**config.mk**
```make
export PLATFORM = sky130hd
export DESIGN_NAME = rr_mux4
export DESIGN_NICKNAME = d
export VERILOG_FILES = /design/src/rtl/rr_mux4.sv
export SDC_FILE = /design/constraint.sdc
export NUM_CORES = 1
export LEC_CHECK = 0
export ABC_AREA = 1
export CAP_MARGIN = 40
export CORE_UTILIZATION = 25
export DETAILED_ROUTE_END_ITERATION = 8
export PLACE_DENSITY = 0.57
export SLEW_MARGIN = 15
export SYNTH_ARGS = -nofsm -noshare
export SYNTH_HDL_FRONTEND = slang
export SYNTH_SLANG_ARGS = --single-unit
```
**constraint.sdc**
```tcl
create_clock -name clk -period 2.2 [get_ports clk]
set_input_delay 0.22 -clock clk [delete_from_list [all_inputs] [get_ports clk]]
set_output_delay 0.22 -clock clk [all_outputs]
set_load 0.05 [all_outputs]
```
**src/rtl/rr_mux4.sv**
```systemverilog
// rr_mux4: round-robin 4:1 merging mux with one registered output stage,
// source-index tagging and optional hold-until-last packet lock.
module rr_mux4 #(
  parameter int WIDTH = 8,
  parameter bit LOCK  = 1'b0
) (
  input  logic               clk,
  input  logic               rst_n,
  input  logic [3:0]         in_valid,
  input  logic [4*WIDTH-1:0] in_data,
  input  logic [3:0]         in_last,
  output logic [3:0]         in_ready,
  output logic [WIDTH-1:0]   dout,
  output logic [1:0]         dout_sel,
  output logic               dout_last,
  output logic               dout_valid,
  input  logic               dout_ready
);
  localparam logic [0:0] S_IDLE   = 1'b0;
  localparam logic [0:0] S_LOCKED = 1'b1;

  logic       w_load;
  logic       w_found;
  logic       w_xfer;
  logic       w_locked;
  logic [1:0] w_start;
  logic [1:0] w_arb;
  logic [1:0] w_cand;
  logic [7:0] w_dbl;
  logic [3:0] w_rot;
  logic [1:0] r_last_gnt;
  logic [1:0] r_own;
  logic [0:0] r_state;

  assign w_load  = !dout_valid || dout_ready;
  assign w_start = r_last_gnt + 2'd1;
  // rotate valids so bit 0 is the channel right after the last grant
  assign w_dbl   = {in_valid, in_valid};
  assign w_rot   = w_dbl[w_start +: 4];
  assign w_arb   = w_start + (w_rot[0] ? 2'd0 : w_rot[1] ? 2'd1 : w_rot[2] ? 2'd2 : 2'd3);

  assign w_locked = LOCK && (r_state == S_LOCKED);
  assign w_cand   = w_locked ? r_own : w_arb;
  assign w_found  = w_locked ? in_valid[r_own] : |in_valid;
  assign w_xfer   = rst_n && w_load && w_found;
  assign in_ready = w_xfer ? (4'b0001 << w_cand) : 4'b0000;

  always_ff @(posedge clk) begin
    if (!rst_n) begin
      dout       <= '0;
      dout_sel   <= 2'd0;
      dout_last  <= 1'b0;
      dout_valid <= 1'b0;
      r_last_gnt <= 2'd3;
      r_own      <= 2'd0;
      r_state    <= S_IDLE;
    end else if (w_load) begin
      dout_valid <= w_xfer;
      if (w_xfer) begin
        dout       <= in_data[w_cand*WIDTH +: WIDTH];
        dout_sel   <= w_cand;
        dout_last  <= in_last[w_cand];
        r_last_gnt <= w_cand;
        r_own      <= w_cand;
        if (LOCK) r_state <= in_last[w_cand] ? S_IDLE : S_LOCKED;
      end
    end
  end
endmodule

```
==> impl_metrics.env, run 1 <==
export IMPL_whs_endpoint="dout_sel[0]"
export IMPL_grt_start_max_net_pins=14
export IMPL_r2r_start="r_last_gnt[0]"
export IMPL_layout_drive_gt1_share_pct=27.5
export IMPL_critPathRequiredTime_ns=1.98
export IMPL_r2r_end="dout[5]"
export IMPL_synthesis_area_mm2=0.00111
export IMPL_syn_num_nets=238
export IMPL_cap_violations=0
export IMPL_clock_fmax_mhz=457
export IMPL_grt_pass1_wl_mm=6.02
export IMPL_power_leakage_nw=1.12
export IMPL_fin_util_pct=53.8
export IMPL_synth_flop_cell="dfxtp_1"
export IMPL_finalCriticalPeriod_ns=2.19
export IMPL_pwr_density_cell_mw_per_mm2=1090
export IMPL_placed_cell_area_mm2=0.00193
export IMPL_postRouteAntennaNets=0
export IMPL_worst_pin_slew_ns=0.540
export IMPL_fin_area_mm2=0.00223
export IMPL_cts_tree="built"
export IMPL_finalMaxSlewViolations=0
export IMPL_cts_sinks=14
export IMPL_post_route_period_util_pct=99.5
export IMPL_synth_cell_type_count=22
export IMPL_cp_arrival_ns=1.97
export IMPL_dieArea_mm2=0.00471
export IMPL_dp_slack_ns=-0.176
export IMPL_avgSynthCellArea_um2=5.73
export IMPL_rrSetupSlack_ns=0.15
export IMPL_ctsRootBufferMaster="clkbuf_8"
export IMPL_tns_ns=0
export IMPL_path_class="flop to primary output"
export IMPL_async_reset_ff_share_pct=0
export IMPL_ys_seq_area_share_pct=25.2
export IMPL_final_cell_mix="nand2_1 (90), clkdlybuf4s50_1 (52), buf_4 (31)"
export IMPL_synth_seq_cells=14
export IMPL_cts_buffers=3
export IMPL_whs_path_depth=2
export IMPL_grt_remaining_overflow=0
export IMPL_placeableCoreArea_mm2=0.00414
export IMPL_num_vias=1457
export IMPL_drcViolationCount=0
export IMPL_port_buffers=58
export IMPL_synth_edf_count=0
export IMPL_finClkSkew_ns=0.00574
export IMPL_clock_latency_ns=0.25
export IMPL_htreeDepth=1
export IMPL_netlist_instances=194
export IMPL_area_growth_pct=101
export IMPL_dpl_hpwl_mm=2.72
export IMPL_worstRegToRegCells=17
export IMPL_start_kind="flop"
export IMPL_num_io_pins=59
export IMPL_end_kind="primary output"
export IMPL_power_mw=2.44
export IMPL_rsz0062_at_grt="true"
export IMPL_peakVddDrop_uv=535
export IMPL_std_cell_rows=23
export IMPL_grt_pass1_vias=1415
export IMPL_cp_max_fo=6
export IMPL_n_antenna_cell=0
export IMPL_layout_nets=329
export IMPL_status="finished clean"
export IMPL_max_slew_margin_pct=63.9
export IMPL_drt_total_wl_mm=3.79
export IMPL_synth_warnings=0
export IMPL_wl_per_cell_um=11.3
export IMPL_gp_congestion=0.738
export IMPL_min_path_type="flop to flop"
export IMPL_hold_viol_final=0
export IMPL_fin_ws_ns=0.00991
export IMPL_path_clk_slew_ns=0.06
export IMPL_fp_dieW_um=68.7
export IMPL_setup_violations=0
export IMPL_antenna_found_initial=0
export IMPL_final_common_cell="nand2_1"
export IMPL_worstHoldStart="dout_sel[0]"
export IMPL_first_iter_violations=55
export IMPL_viasPerCell=4.36
export IMPL_grt_use_total_pct=17.0
export IMPL_dr_pass1_iters=4
export IMPL_fp_dieH_um=68.7
export IMPL_cts_buffer_depth=2
export IMPL_start_util_pct=26.8
## metal layers
metal | track usage [%] | wire length, um
met5 | 0 | 0
met2 | 29.9 | 1800
met3 | 3.45 | 169
met4 | 4.43 | 12
met1 | 21.0 | 1800
## power breakdown
part / total [mW] / internal, mW / switching (mW)
clock: 0.262 / 0.159 / 0.103
sequential: 0.370 / 0.323 / 0.0463
combinational: 1.81 / 0.841 / 0.966
total: 2.44 / 1.32 / 1.12
## worst max path at each step
stage / start / end / slack [ns] / cells past startpoint
6_report: r_last_gnt[0] / in_ready[0] / 0.01 / 14
5_1_grt: r_last_gnt[0] / in_ready[0] / -0.09 / 14
4_1_cts: r_last_gnt[0] / in_ready[0] / -0.05 / 14
3_5_place_dp: in_valid[0] / in_ready[3] / -0.18 / 12
3_3_place_gp: in_valid[0] / in_ready[3] / -0.15 / 12
2_1_floorplan: r_last_gnt[0] / in_ready[3] / -0.07 / 10
## what timing repair did
action | CTS | global route
endpoints found under the setup margin | 4 | 9
gates resized for setup | 27 | 10
pin swaps | 10 | 10
buffers inserted | 7 | 8
hold endpoints to repair | 0 | 0
hold buffers | 0 | 0
## kinds of logic (layout without fill, tap and decap cells)
logic type | count (synthesis) | after routing | synth area share, %
fa+ha+maj | 1 | 1 | 1.13
buf+inv | 28 | 118 | 11.1
simple gates | 145 | 145 | 58.1
flops | 14 | 14 | 25.2
compound gates | 6 | 6 | 4.39
## area by class of cell
class / count / area (um2)
clock buffers: 4 / 55.1
fillers: 407 / 1910
inverters: 19 / 83.8
multi-input cells: 152 / 808
flip-flops and latches: 14 / 285
well taps: 50 / 62.6
repair buffers: 95 / 935
## cells in the mapped netlist (2+ instances only)
cell type / instances / area [um2]
nand3_1: 18 / 90.1
nand4_1: 12 / 75.1
nand2_2: 8 / 50.1
inv_2: 3 / 11.3
buf_2: 3 / 15.0
inv_1: 15 / 56.3
nand3_2: 3 / 30.0
clkbuf_1: 4 / 15.0
dfxtp_1: 14 / 280
buf_6: 2 / 22.5
nor2_1: 7 / 26.3
nand2_1: 95 / 357
## state kept, by name, indices dropped and copies added, names as in the netlist
signal and count:
dout_valid 1, r_last_gnt 2, dout_last 1, dout_sel 2
dout 8
## through the flow
step / cells / hold slack, ns
floorplan: 194 / 0.318
global placement: 315 / 0.459
detailed placement: 315 / 0.452
CTS: 326 / 0.462
global route: 334 / 0.484
finish: 334 / 0.462
## critical path, cell delays in order (launching register included)
cell and delay [ns]:
dfxtp_4 0.41, inv_8 0.05, nand2_4 0.06, nand2_4 0.05
nor2_2 0.12, o21bai_1 0.11, nand2_1 0.08, o21ai_2 0.07
ha_4 0.19, inv_4 0.04, nand2_4 0.08, buf_6 0.11
nand3_4 0.07, nor2_4 0.13, buf_12 0.14
No activity file was read; power rests on OpenSTA's default activity.
==> inputs of run 2 (changes only) <==
Settings changed: CAP_MARGIN 40 to 20, CORE_MARGIN set to 2.
==> run 2 against run 1 <==
Compared with the run above:
- the flow now finishes with violations (setup timing)
- final cell count rose by 0.30%
- critical endpoint is now in_ready[1]
- critical path type unchanged
- clock skew shrank 0.0046 ns
- sequential share of layout area down 0.11 points
- wire length rose by 0.50%
- largest power group unchanged
- utilization shrank 1.8 points
- non-clock buffer count is the same
- final area increased by 0.84%
- sequential cell count is the same
- maximum frequency is 0.66% lower
- die area rose by 5.9%
- sequential power about the same
==> impl_metrics.env, run 2 (synthesized netlist as in run 1, its figures left out) <==
export IMPL_num_io_pins=59
export IMPL_finalMaxSlewViolations=0
export IMPL_ctsRootBufferMaster="clkbuf_8"
export IMPL_pwr_density_cell_mw_per_mm2=1090
export IMPL_area_growth_pct=102
export IMPL_gp_congestion=0.760
export IMPL_wl_per_cell_um=11.4
export IMPL_worstHoldStart="dout_sel[0]"
export IMPL_first_iter_violations=95
export IMPL_postRouteAntennaNets=0
export IMPL_rsz0062_at_grt="true"
export IMPL_critPathRequiredTime_ns=1.98
export IMPL_start_kind="flop"
export IMPL_cp_arrival_ns=1.98
export IMPL_p_comb_share_pct=76.5
export IMPL_path_class="flop to primary output"
export IMPL_cts_tree="built"
export IMPL_peakVddDrop_uv=443
export IMPL_clock_latency_ns=0.24
export IMPL_whs_endpoint="dout_sel[0]"
export IMPL_final_common_cell="nand2_1"
export IMPL_cap_violations=0
export IMPL_finalCriticalPeriod_ns=2.20
export IMPL_clock_fmax_mhz=454
export IMPL_tns_ns=-0.00495
export IMPL_hold_viol_final=0
export IMPL_finClkSkew_ns=0.00113
export IMPL_num_vias=1475
export IMPL_whs_path_depth=2
export IMPL_largest_register="dout"
export IMPL_critical_path_depth=12
export IMPL_cpLargestDelayFamily="simple AND/OR/NAND/NOR gates"
export IMPL_fp_dieW_um=70.7
export IMPL_power_leakage_nw=1.11
export IMPL_r2r_end="dout[5]"
export IMPL_clkPwrFrac_pct=8.4
export IMPL_switching_share_pct=45.8
export IMPL_layout_drive_gt1_share_pct=27.6
export IMPL_status="finished with violations"
export IMPL_setup_violations=2
export IMPL_min_path_type="flop to flop"
export IMPL_layout_nets=329
export IMPL_fp_dieH_um=70.7
export IMPL_violations="setup timing"
export IMPL_cts_buffer_depth=2
export IMPL_grt_start_max_net_pins=14
export IMPL_std_cell_rows=24
export IMPL_htreeDepth=1
export IMPL_cts_buffers=3
export IMPL_dpl_hpwl_mm=2.79
export IMPL_largestRegisters="dout (8), dout_sel (2), r_last_gnt (2)"
export IMPL_drcViolationCount=0
export IMPL_n_antenna_cell=0
export IMPL_grt_pass1_wl_mm=6.04
export IMPL_r2r_start="r_last_gnt[0]"
export IMPL_rrSetupSlack_ns=0.12
export IMPL_slowest_delay_ns=0.37
export IMPL_port_buffers=58
export IMPL_antenna_found_initial=0
export IMPL_internal_power_mw=1.33
export IMPL_seqPwrFrac_pct=15.1
export IMPL_worst_pin_slew_ns=0.527
export IMPL_crit_chain="nand2_4 > inv_2 > nor2_4 > nor2_2 > o21bai_1 > nand2_1 > o21ai_2 > ha_4 > buf_12 > nand2_8 > nor2_4 > buf_12"
export IMPL_placeableCoreArea_mm2=0.00432
export IMPL_post_route_period_util_pct=100
export IMPL_grt_pass1_vias=1329
export IMPL_dp_slack_ns=-0.168
export IMPL_final_cell_mix="nand2_1 (89), clkdlybuf4s50_1 (51), buf_4 (31)"
export IMPL_cp_buffers_inverters=3
export IMPL_grt_remaining_overflow=0
export IMPL_dieArea_mm2=0.00499
export IMPL_viasPerCell=4.40
export IMPL_cp_slowest_cell="dfxtp_4"
export IMPL_cts_sinks=14
export IMPL_worstRegToRegCells=17
export IMPL_end_kind="primary output"
export IMPL_start_util_pct=25.7
export IMPL_max_slew_margin_pct=64.7
export IMPL_cp_max_fo=6
export IMPL_path_clk_slew_ns=0.06
export IMPL_fin_ws_ns=-0.00464
export IMPL_largest_reg_flops=8
export IMPL_grt_use_total_pct=14.7
export IMPL_fillers=456
export IMPL_drt_total_wl_mm=3.80
export IMPL_dr_pass1_iters=4
export IMPL_p_switching_mw=1.12
-- run 2: cell count changes in the layout (fill, tap and decap cells not counted) --
cell,change
buf_6,-2
clkdlybuf4s50_1,-1
clkbuf_8,-1
buf_8,-1
buf_12,+3
nand2_4,-1
inv_8,-1
nand2_8,+1
nand2_2,+1
nand2_1,-1
inv_6,+1
dlygate4sd2_1,+1
-- run 2: area by class of cell --
class                           count  area [um2]  area share, %
Timing Repair Buffer               95         956           42.5
Multi-Input combinational cell    152         820           36.4
Sequential cell                    14         285           12.7
Inverter                           19        81.3           3.62
Tap cell                           52        65.1           2.89
Clock buffer                        3        41.3           1.84
-- run 2: per-stage QoR --
stage	std cells	hold WS, ns	util (%)	instance area (um2)	power (mW)
2_1_floorplan	194	0.318	-	1130	1.27
3_3_place_gp	321	0.455	46.2	2000	1.94
3_5_place_dp	321	0.456	46.2	2000	1.94
4_1_cts	331	0.465	50.0	2160	2.37
5_1_grt	335	0.507	52.0	2250	2.63
6_report	335	0.461	52.0	2250	2.45
-- run 2: worst min-delay path: stages (launching register included) --
cell	delay, ns
dfxtp_1	0.31
nand2_1	0.06
a21oi_1	0.05
-- run 2: layer usage --
metal | vias to the layer above | wire length (um) | global-route usage [%]
met5 | - | 0 | 0
met4 | 0 | 15 | 1.89
met3 | 2 | 216 | 3.85
met2 | 50 | 1890 | 24.5
met1 | 629 | 1680 | 19.8
li1 | 794 | - | -
-- run 2: worst max-delay path by stage --
stage	start	endpoint
finish	r_last_gnt[0]	in_ready[1]
global route	r_last_gnt[0]	in_ready[0]
CTS	r_last_gnt[0]	in_ready[0]
detailed placement	in_valid[0]	in_ready[3]
global placement	in_valid[0]	in_ready[3]
floorplan	r_last_gnt[0]	in_ready[3]
-- run 2: timing repair --
action,CTS,global route
setup buffers,7,5
hold buffers,0,0
pin swaps,9,8
setup endpoints to repair,4,12
gates resized for setup,21,15
-- run 2: power groups by stage --
| stage | sequential [mW] | combinational [mW] | clock [mW] |
|---|---|---|---|
| 2_1_floorplan | 0.558 | 0.713 | 0 |
| 3_3_place_gp | 0.365 | 1.57 | 0 |
| 3_5_place_dp | 0.364 | 1.58 | 0 |
| 4_1_cts | 0.366 | 1.79 | 0.215 |
| 5_1_grt | 0.383 | 2.01 | 0.231 |
| 6_report | 0.370 | 1.87 | 0.207 |
==> inputs of run 3 (changes only) <==
Settings changed: GPL_TIMING_DRIVEN set to 0, PLACE_DENSITY 0.57 to not set.
==> run 3 against run 2 <==
Compared with the run above:
- the flow still finishes with violations (setup timing)
- utilization fell by 2.1 points
- count of clock-buffer cells in the layout rose by 1
- first-iteration DRC count fell by 55%
- combinational power fell by 5%
- maximum frequency fell by 3.5%
- hold slack improved by 0.0046 ns
- largest power group unchanged
- highest routed layer unchanged
==> impl_metrics.env, run 3 (synthesized netlist as in run 1, its figures left out) <==
export IMPL_status="finished with violations"
export IMPL_antenna_found_initial=0
export IMPL_drcViolationCount=0
export IMPL_layout_drive_gt1_share_pct=25.4
export IMPL_cts_buffers=3
export IMPL_gp_congestion=0.745
export IMPL_pwr_density_cell_mw_per_mm2=1120
export IMPL_num_io_pins=59
export IMPL_max_slew_margin_pct=64.9
export IMPL_clock_latency_ns=0.25
export IMPL_wl_per_cell_um=11.6
export IMPL_finalCriticalPeriod_ns=2.29
export IMPL_first_iter_violations=43
export IMPL_critPathRequiredTime_ns=1.98
export IMPL_start_kind="primary input"
export IMPL_power_leakage_nw=1.07
export IMPL_fin_hold_ws_ns=0.466
export IMPL_setup_violations=4
export IMPL_final_cell_mix="nand2_1 (89), clkdlybuf4s50_1 (53), buf_4 (19)"
export IMPL_dr_pass1_iters=4
export IMPL_hold_viol_final=0
export IMPL_largest_reg_flops=8
export IMPL_grt_remaining_overflow=0
export IMPL_cts_sinks=14
export IMPL_cp_max_fo=10
export IMPL_finClkSkew_ns=0.00331
export IMPL_dpl_hpwl_mm=2.63
export IMPL_std_cell_rows=24
export IMPL_slowest_delay_ns=0.55
export IMPL_end_kind="primary output"
export IMPL_layout_nets=321
export IMPL_placeableCoreArea_mm2=0.00432
export IMPL_postRouteAntennaNets=0
export IMPL_dieArea_mm2=0.00499
export IMPL_cap_violations=0
export IMPL_post_route_period_util_pct=104
export IMPL_grt_pass1_wl_mm=6.29
export IMPL_cp_buffers_inverters=4
export IMPL_place_inst=304
export IMPL_viasPerCell=4.40
export IMPL_violations="setup timing"
export IMPL_grt_start_max_net_pins=12
export IMPL_drt_total_wl_mm=3.81
export IMPL_fp_dieH_um=70.7
export IMPL_htreeDepth=1
export IMPL_area_growth_pct=94.3
export IMPL_cp_arrival_ns=2.07
export IMPL_path_clk_slew_ns=0.06
export IMPL_cp_slowest_cell="clkdlybuf4s50_1"
export IMPL_largestRegisters="dout (8), dout_sel (2), r_last_gnt (2)"
export IMPL_min_path_type="flop to flop"
export IMPL_port_buffers=58
export IMPL_crit_chain="clkdlybuf4s50_1 > nand2_4 > nand2_2 > nor2_2 > o21bai_1 > nand2_1 > o21ai_2 > ha_4 > clkinv_4 > clkbuf_16 > nor2_4 > buf_6"
export IMPL_cpLargestDelayFamily="buffers and inverters"
export IMPL_cts_tree="built"
export IMPL_peakVddDrop_uv=472
export IMPL_start_util_pct=25.7
export IMPL_path_class="primary input to primary output"
export IMPL_worst_pin_slew_ns=0.525
export IMPL_grt_use_total_pct=15.4
export IMPL_stdcell_count=328
export IMPL_clock_fmax_mhz=438
export IMPL_num_vias=1444
export IMPL_grt_pass1_vias=1433
export IMPL_largest_register="dout"
export IMPL_fp_dieW_um=70.7
export IMPL_fin_ws_ns=-0.0854
export IMPL_final_common_cell="nand2_1"
export IMPL_rsz0062_at_grt="true"
export IMPL_finalMaxSlewViolations=0
export IMPL_n_antenna_cell=0
export IMPL_cts_buffer_depth=2
export IMPL_ctsRootBufferMaster="clkbuf_8"
==> run 3: cell types whose count changed in the layout (fill, tap and decap cells not counted), sizes merged <==
| cell | before | now |
|---|---|---|
| buf | 41 | 31 |
| clkbuf | 3 | 6 |
| clkdlybuf4s50 | 51 | 53 |
| clkinv | 0 | 1 |
| dlygate4sd2 | 2 | 1 |
| dlymetal6s2s | 1 | 0 |
| inv | 19 | 18 |
==> run 3: through the flow <==
stage	TNS, ns	total power [mW]	setup slack [ns]	util [%]	area, um2
3_3_place_gp	-9.16	1.65	-1.25	41.1	1780
5_1_grt	-0.525	2.59	-0.144	49.9	2160
6_report	-0.263	2.41	-0.0854	49.9	2160
4_1_cts	-0.291	2.27	-0.122	47.3	2040
2_1_floorplan	-0.124	1.27	-0.0665	-	1130
3_5_place_dp	-9.59	1.66	-1.27	41.1	1780
==> run 3: path summary, 6_finish.rpt <==
check	endpoint	cells past startpoint	slack (ns)	start
worst max-delay path	in_ready[3]	12	-0.09	in_valid[1]
worst min-delay path	dout_sel[0]	2	0.47	dout_sel[0]
worst max register to register	dout[4]	16	0.16	r_last_gnt[0]
worst min register to register	dout_sel[0]	2	0.47	dout_sel[0]
==> run 3: area by class of cell <==
cell class / instances / area [um2]
Inverter: 19 / 86.3
Tap cell: 52 / 65.1
Buffer: 8 / 81.3
Timing Repair Buffer: 79 / 762
Fill cell: 453 / 2170
Clock buffer: 4 / 55.1
Multi-Input combinational cell: 152 / 823
Sequential cell: 14 / 285
==> run 3: per-layer routing <==
metal / GRT usage, % / wire length (um) / vias to the layer above
li1: - / - / 777
met1: 18.6 / 1610 / 609
met2: 27.5 / 1880 / 53
met3: 4.99 / 302 / 5
met4: 2.10 / 21 / 0
met5: 0 / 0 / -
==> run 3: repair_timing <==
action                                  4_1_cts  5_1_grt
cloned                                        0        0
resized for setup                            53       17
pin swaps                                     8        6
buffers inserted                             16        5
endpoints found under the setup margin       13       11
hold buffers                                  0        0
==> run 3: tightest hold or removal path: cells and delay by family (launching register included) <==
kind / cells / cell delay [ns]
flip-flops: 1 / 0.31
AND/OR/NAND/NOR: 1 / 0.06
AO/OA/AOI/OAI: 1 / 0.05
==> run 3: power by group <==
| group | internal, mW | switching [mW] | leakage [nW] | total, mW |
|---|---|---|---|---|
| Clock | 0.159 | 0.101 | 0.0288 | 0.260 |
| Combinational | 0.792 | 0.989 | 0.931 | 1.78 |
| Sequential | 0.324 | 0.0495 | 0.115 | 0.373 |
| Total | 1.27 | 1.14 | 1.07 | 2.41 |
